==> config.mk <==
export PLATFORM = sky130hd
export DESIGN_NAME = multicycle_control
export DESIGN_NICKNAME = d
export VERILOG_FILES = /design/src/rtl/multicycle_control.sv
export SDC_FILE = /design/constraint.sdc
export NUM_CORES = 1
export LEC_CHECK = 0
export CAP_MARGIN = 5
export CORE_ASPECT_RATIO = 2
export CORE_MARGIN = 5
export CORE_UTILIZATION = 42
export DETAILED_ROUTE_END_ITERATION = 10
export PLACE_DENSITY = 0.79
export SLEW_MARGIN = 15
export SYNTH_ARGS = -nofsm -noshare
export SYNTH_HDL_FRONTEND = slang
export SYNTH_SLANG_ARGS = --single-unit
==> constraint.sdc <==
create_clock -name clk -period 2.6 [get_ports clk]
set_input_delay 0.52 -clock clk [delete_from_list [all_inputs] [get_ports clk]]
set_output_delay 0.52 -clock clk [all_outputs]
set_load 0.01 [all_outputs]
==> src/rtl/multicycle_control.sv <==
// Main sequencing FSM of the multicycle CPU: shares one memory port and one ALU across
// fetch, address generation and execute, and owns the NZCV flags and condition check.
module multicycle_control #(
    parameter int unsigned WAIT_W = 4
) (
    input  logic       clk,
    input  logic       reset,
    input  logic [1:0] op,
    input  logic [3:0] cond,
    input  logic [5:0] funct,
    input  logic [3:0] rd,
    input  logic [3:0] alu_flag,
    input  logic       mem_ready,
    output logic       adr_src,
    output logic       alu_src_a,
    output logic [1:0] alu_src_b,
    output logic [1:0] result_src,
    output logic [1:0] alu_control,
    output logic [1:0] imm_src,
    output logic [1:0] reg_src,
    output logic       ir_write,
    output logic       pc_write,
    output logic       reg_write,
    output logic       mem_write,
    output logic [3:0] flags,
    output logic       instr_done,
    output logic       mem_err,
    output logic [3:0] state
);

    typedef enum logic [3:0] {
        S_FETCH    = 4'd0,
        S_DECODE   = 4'd1,
        S_MEMADR   = 4'd2,
        S_MEMREAD  = 4'd3,
        S_MEMWB    = 4'd4,
        S_MEMWRITE = 4'd5,
        S_EXECUTER = 4'd6,
        S_EXECUTEI = 4'd7,
        S_ALUWB    = 4'd8,
        S_BRANCH   = 4'd9
    } state_e;

    localparam logic [1:0] ALU_ADD = 2'b00;
    localparam logic [1:0] ALU_SUB = 2'b01;
    localparam logic [1:0] ALU_AND = 2'b10;
    localparam logic [1:0] ALU_ORR = 2'b11;

    localparam logic [WAIT_W-1:0] WAIT_MAX = '1;

    state_e            state_q, state_d;
    logic [3:0]        flags_q, flags_d;
    logic [WAIT_W-1:0] wait_q, wait_d;

    logic       cond_ok;
    logic       cmd_valid;
    logic       cmd_cmp;
    logic       cmd_arith;
    logic [1:0] cmd_alu;
    logic       in_wait;
    logic       timeout;

    // Condition evaluation against the stored flags {N,Z,C,V}
    always_comb begin
        cond_ok = 1'b0;
        unique case (cond)
            4'b0000: cond_ok = flags_q[2];
            4'b0001: cond_ok = ~flags_q[2];
            4'b0010: cond_ok = flags_q[1];
            4'b0011: cond_ok = ~flags_q[1];
            4'b0100: cond_ok = flags_q[3];
            4'b0101: cond_ok = ~flags_q[3];
            4'b0110: cond_ok = flags_q[0];
            4'b0111: cond_ok = ~flags_q[0];
            4'b1000: cond_ok = flags_q[1] & ~flags_q[2];
            4'b1001: cond_ok = ~flags_q[1] | flags_q[2];
            4'b1010: cond_ok = (flags_q[3] == flags_q[0]);
            4'b1011: cond_ok = (flags_q[3] != flags_q[0]);
            4'b1100: cond_ok = ~flags_q[2] & (flags_q[3] == flags_q[0]);
            4'b1101: cond_ok = flags_q[2] | (flags_q[3] != flags_q[0]);
            4'b1110: cond_ok = 1'b1;
            default: cond_ok = 1'b0;
        endcase
    end

    // Data-processing command decode; CMP is a non-writing SUB that always sets flags
    always_comb begin
        cmd_valid = 1'b1;
        cmd_cmp   = 1'b0;
        cmd_arith = 1'b0;
        cmd_alu   = ALU_ADD;
        unique case (funct[4:1])
            4'b0100: begin cmd_alu = ALU_ADD; cmd_arith = 1'b1; end
            4'b0010: begin cmd_alu = ALU_SUB; cmd_arith = 1'b1; end
            4'b0000: cmd_alu = ALU_AND;
            4'b1100: cmd_alu = ALU_ORR;
            4'b1010: begin cmd_alu = ALU_SUB; cmd_arith = 1'b1; cmd_cmp = 1'b1; end
            default: cmd_valid = 1'b0;
        endcase
    end

    assign in_wait = (state_q == S_FETCH) || (state_q == S_MEMREAD) || (state_q == S_MEMWRITE);
    assign timeout = in_wait && (wait_q == WAIT_MAX);

    always_comb begin
        state_d     = state_q;
        flags_d     = flags_q;
        wait_d      = '0;
        adr_src     = 1'b0;
        alu_src_a   = 1'b0;
        alu_src_b   = 2'b00;
        result_src  = 2'b00;
        alu_control = ALU_ADD;
        imm_src     = 2'b00;
        reg_src     = 2'b00;
        ir_write    = 1'b0;
        pc_write    = 1'b0;
        reg_write   = 1'b0;
        mem_write   = 1'b0;
        instr_done  = 1'b0;
        mem_err     = 1'b0;

        unique case (op)
            2'b01:   imm_src = 2'b01;
            2'b10:   imm_src = 2'b10;
            default: imm_src = 2'b00;
        endcase

        unique case (state_q)
            S_FETCH: begin
                alu_src_a  = 1'b1;
                alu_src_b  = 2'b10;
                result_src = 2'b10;
                ir_write   = mem_ready;
                pc_write   = mem_ready;
                if (mem_ready) state_d = S_DECODE;
            end
            S_DECODE: begin
                alu_src_a = 1'b1;
                alu_src_b = 2'b10;
                if (!cond_ok) begin
                    instr_done = 1'b1;
                    state_d    = S_FETCH;
                end else begin
                    unique case (op)
                        2'b00:   state_d = funct[5] ? S_EXECUTEI : S_EXECUTER;
                        2'b01:   state_d = S_MEMADR;
                        2'b10:   state_d = S_BRANCH;
                        default: begin
                            instr_done = 1'b1;
                            state_d    = S_FETCH;
                        end
                    endcase
                end
            end
            S_MEMADR: begin
                alu_src_b  = 2'b01;
                reg_src[1] = ~funct[0];
                state_d    = funct[0] ? S_MEMREAD : S_MEMWRITE;
            end
            S_MEMREAD: begin
                adr_src = 1'b1;
                if (mem_ready) state_d = S_MEMWB;
            end
            S_MEMWRITE: begin
                adr_src    = 1'b1;
                reg_src[1] = 1'b1;
                mem_write  = 1'b1;
                if (mem_ready) begin
                    instr_done = 1'b1;
                    state_d    = S_FETCH;
                end
            end
            S_MEMWB: begin
                result_src = 2'b01;
                pc_write   = (rd == 4'd15);
                reg_write  = (rd != 4'd15);
                instr_done = 1'b1;
                state_d    = S_FETCH;
            end
            S_EXECUTER, S_EXECUTEI: begin
                alu_src_b = (state_q == S_EXECUTEI) ? 2'b01 : 2'b00;
                if (!cmd_valid) begin
                    instr_done = 1'b1;
                    state_d    = S_FETCH;
                end else begin
                    alu_control = cmd_alu;
                    if (funct[0] || cmd_cmp) begin
                        flags_d[3:2] = alu_flag[3:2];
                        if (cmd_arith) flags_d[1:0] = alu_flag[1:0];
                    end
                    if (cmd_cmp) begin
                        instr_done = 1'b1;
                        state_d    = S_FETCH;
                    end else begin
                        state_d = S_ALUWB;
                    end
                end
            end
            S_ALUWB: begin
                pc_write   = (rd == 4'd15);
                reg_write  = (rd != 4'd15);
                instr_done = 1'b1;
                state_d    = S_FETCH;
            end
            S_BRANCH: begin
                reg_src[0] = 1'b1;
                alu_src_b  = 2'b01;
                result_src = 2'b10;
                pc_write   = 1'b1;
                instr_done = 1'b1;
                state_d    = S_FETCH;
            end
            default: state_d = S_FETCH;
        endcase

        // Hung memory: abandon the access without touching PC or registers
        if (timeout) begin
            ir_write   = 1'b0;
            pc_write   = 1'b0;
            reg_write  = 1'b0;
            mem_write  = 1'b0;
            instr_done = 1'b0;
            mem_err    = 1'b1;
            state_d    = S_FETCH;
        end else if (in_wait && !mem_ready) begin
            wait_d = wait_q + WAIT_W'(1);
        end

        if (reset) begin
            ir_write   = 1'b0;
            pc_write   = 1'b0;
            reg_write  = 1'b0;
            mem_write  = 1'b0;
            instr_done = 1'b0;
            mem_err    = 1'b0;
        end
    end

    always_ff @(posedge clk) begin
        if (reset) begin
            state_q <= S_FETCH;
            flags_q <= 4'b0000;
            wait_q  <= '0;
        end else begin
            state_q <= state_d;
            flags_q <= flags_d;
            wait_q  <= wait_d;
        end
    end

    assign flags = flags_q;
    assign state = state_q;

endmodule

==> results by group, run 1 <==
STA
  – Final Hold Viols: 0
  – Final setup violation count: 0
  – Pin slew with the least headroom to its limit: 0.457 ns
  – Relative slew margins: 69.3%
  – FMAX: 404 MHz
  – Setup Skew: 0.00226 ns
  – Worst hold-check slack: 0.468 ns
  – Setup TNS: 0 ns
  – Post-layout min period: 2.48 ns
  – Final WS setup: 0.122 ns
  – Max Slew Vio Count: 0
  – RSZ-0062 raised after global routing: false
  – Crit share post-route: 95.3%

Power
  – Peak supply drop: 355 uV
  – Power Density: 315 nW/um^2
  – Leak: 0.825 nW
  – Total chip power: 607 uW

Synthesis
  – Synth Warn #: 0
  – Synthesized area: 1160 sq um
  – Cell with the most instances after synthesis: nor2_1
  – Top cells by area, synth: dfxtp_1, nor2_1, nor2b_1
  – Yosys top cell area share: 20.7%
  – Synthesized instance count: 158
  – Most common library cells after synthesis: nor2_1, dfxtp_1, a21oi_1, nor2b_1, nand2_1
  – Async SR Flop Fraction: 0%
  – Area leader, netlist: dfxtp_1
  – Netlist cell types: 49
  – #FFs+latches synth: 12
  – EDFF count, synth: 0
  – Ys flop type: dfxtp_1
  – Syn Area/Cell: 7.33 sq um
  – Post-synthesis sequential area ratio: 20.7%
  – Syn Nets: 182

Finish
  – Final non-filler cell total: 259
  – Antenna cells: 0
  – Layout filler cell count: 242
  – Layout cells sized above 1: 21.3%
  – Nets: 255
  – P&R area growth vs syn: 66.0%

Clock tree
  – Clock tree sinks: 12
  – CTS tree: yes
  – H-tree Lvls: 1
  – Root buf cell: clkbuf_8
  – CTS max path bufs: 2
  – CTS Buf Count: 3
  – Clock latency on the worst-skew pair: 0.24 ns
  – Clock slew at reported path FFs: 0.05 ns
  – Post-CTS Hold Fix Bufs: 0

Die
  – Initial Util: 42.9%
  – Die Span Y: 84.3 microns
  – Io pins: 49
  – Core Area: 2700 sq um
  – Die X: 47.1 microns
  – Die area: 3970 sq um
  – Row count: 27

Run status
  – Status: complete, no violations

Detailed routing
  – 1st-iter DRT viols: 32
  – Via total after detailed routing: 1485
  – DRT antenna net count: 0
  – DR pass1 iterations: 4
  – Residual DRC: 0
  – Vias per cell: 5.73
  – Routed WL per cell: 16.3 microns
  – Post-Route WL: 4230 microns

Placement
  – Pre-CTS setup slack: -0.584 ns
  – Routability congestion estimate: 0.878
  – DPL Wire Length: 3250 microns
  – PortBufs: 48
  – Post-Place Cells: 253

Flow run
  – Max cap viols: 0

Setup path
  – Critical Path, Cell by Cell: xor2_1 > o221ai_1 > a311o_1 > a311oi_4 > o21a_1 > buf_2
  – Slowest stage cell on the critical path: a311o_1
  – CP endpoint kind: output pin
  – Slowest stage delay, CP: 0.37 ns
  – Crit-path max FO: 2
  – Critical Path RT: 2.08 ns
  – Critical Path AT: 1.96 ns
  – Worst setup SP type: flip-flop
  – CP Class: reg -> out

Global routing
  – Gr usage total: 22.7%
  – Vias in the first global route: 1638
  – Total gr overflow: 0
  – Global-route wire length before repair: 6960 microns
  – Initial antenna violation count: 0
  – Largest net degree at the start of global routing: 12

Min path
  – Hold WC Path Type: reg -> reg
[logic make-up after synthesis]
| kind of cell | Yosys count | share of synthesized area (%) |
|---|---|---|
| mux | 5 | 4.32 |
| buf+inv | 14 | 5.29 |
| flops | 12 | 20.7 |
| compound gates | 38 | 25.1 |
| fa+ha+maj | 1 | 1.08 |
| xor+xnor | 5 | 3.78 |
| simple gates | 83 | 39.7 |
[state kept, by name, indices dropped and copies added, names as in the netlist]
name,count
flags,4
state,4
wait_q,4
[cell type report]
type	count	area, sq um	share of cell area, %
repair buffers	79	701	36.4
inverters	3	11.3	0.586
multi-input cells	132	878	45.7
well taps	29	36.3	1.89
flip-flops and latches	12	241	12.6
clock buffers	4	55.1	2.86
[path summary, 6_finish.rpt]
kind	startpoint	to	slack, ns	cells past startpoint
worst max-delay path	flags[0]$_SDFFE_PP0P_	instr_done	0.12	6
worst min-delay path	wait_q[0]$_SDFF_PP0_	wait_q[0]$_SDFF_PP0_	0.47	1
worst max register to register	flags[3]$_SDFFE_PP0P_	state[2]$_SDFFE_PP0P_	0.79	7
worst min register to register	wait_q[0]$_SDFF_PP0_	wait_q[0]$_SDFF_PP0_	0.47	1
[metrics by stage]
| stage | util [%] | cell area [sq um] |
|---|---|---|
| 3_3_place_gp | 68.2 | 1840 |
| 4_1_cts | 70.5 | 1910 |
| 6_report | 71.2 | 1920 |
| 3_5_place_dp | 68.2 | 1840 |
| 5_1_grt | 71.2 | 1920 |
| 2_1_floorplan | - | 1160 |
[per-layer routing]
layer	vias up	global-route usage [%]	part of all wire, %
li1	718	-	-
met1	708	23.6	36
met3	7	2.36	5.4
met4	0	9.57	1.4
met2	52	41.9	57
met5	-	0	0
[power by group]
| part | internal [mW] | switching, mW | total [mW] | leakage [nW] |
|---|---|---|---|---|
| Clock | 0.134 | 0.0659 | 0.199 | 0.0288 |
| Combinational | 0.116 | 0.0969 | 0.213 | 0.699 |
| Sequential | 0.189 | 0.00491 | 0.194 | 0.0977 |
| Total | 0.439 | 0.168 | 0.607 | 0.825 |
[cells in the final DEF (no fill, tap or decap), types with 2 or more instances in the layout]
cell / instances
a21oi_1: 9
a22oi_1: 2
and3_1: 2
buf_4: 29
buf_6: 2
clkbuf_2: 4
clkbuf_8: 4
clkdlybuf4s50_1: 35
dfxtp_1: 11
dlygate4sd2_1: 4
dlymetal6s2s_1: 4
inv_1: 3
mux2i_1: 5
nand2_1: 8
nand2b_1: 7
nand3_1: 7
nand3b_1: 2
nor2_1: 23
nor2b_1: 8
nor3_1: 7
nor3b_1: 4
o21ai_0: 6
o21bai_1: 2
o32ai_1: 2
or3_1: 2
xor2_1: 4
[critical path, delay by kind of cell, from the launching register on]
family	cells	cell delay [ns]
AO/OA/AOI/OAI	4	0.98
XOR/XNOR	1	0.26
buffers and inverters	1	0.12
flip-flops	1	0.35
[timing repair]
| item | in CTS | in global routing |
|---|---|---|
| gates resized for setup | 16 | 17 |
| setup endpoints to repair | 6 | 5 |
| buffers inserted | 0 | 2 |
| pin swaps | 5 | 6 |
No activity file was read; power rests on OpenSTA's default activity.
==> run 2, diff against run 1 <==
Settings changed: CAP_MARGIN 5 to unset.
==> results of run 2 <==
The final DEF is identical to that of run 1; final timing and power are the same.
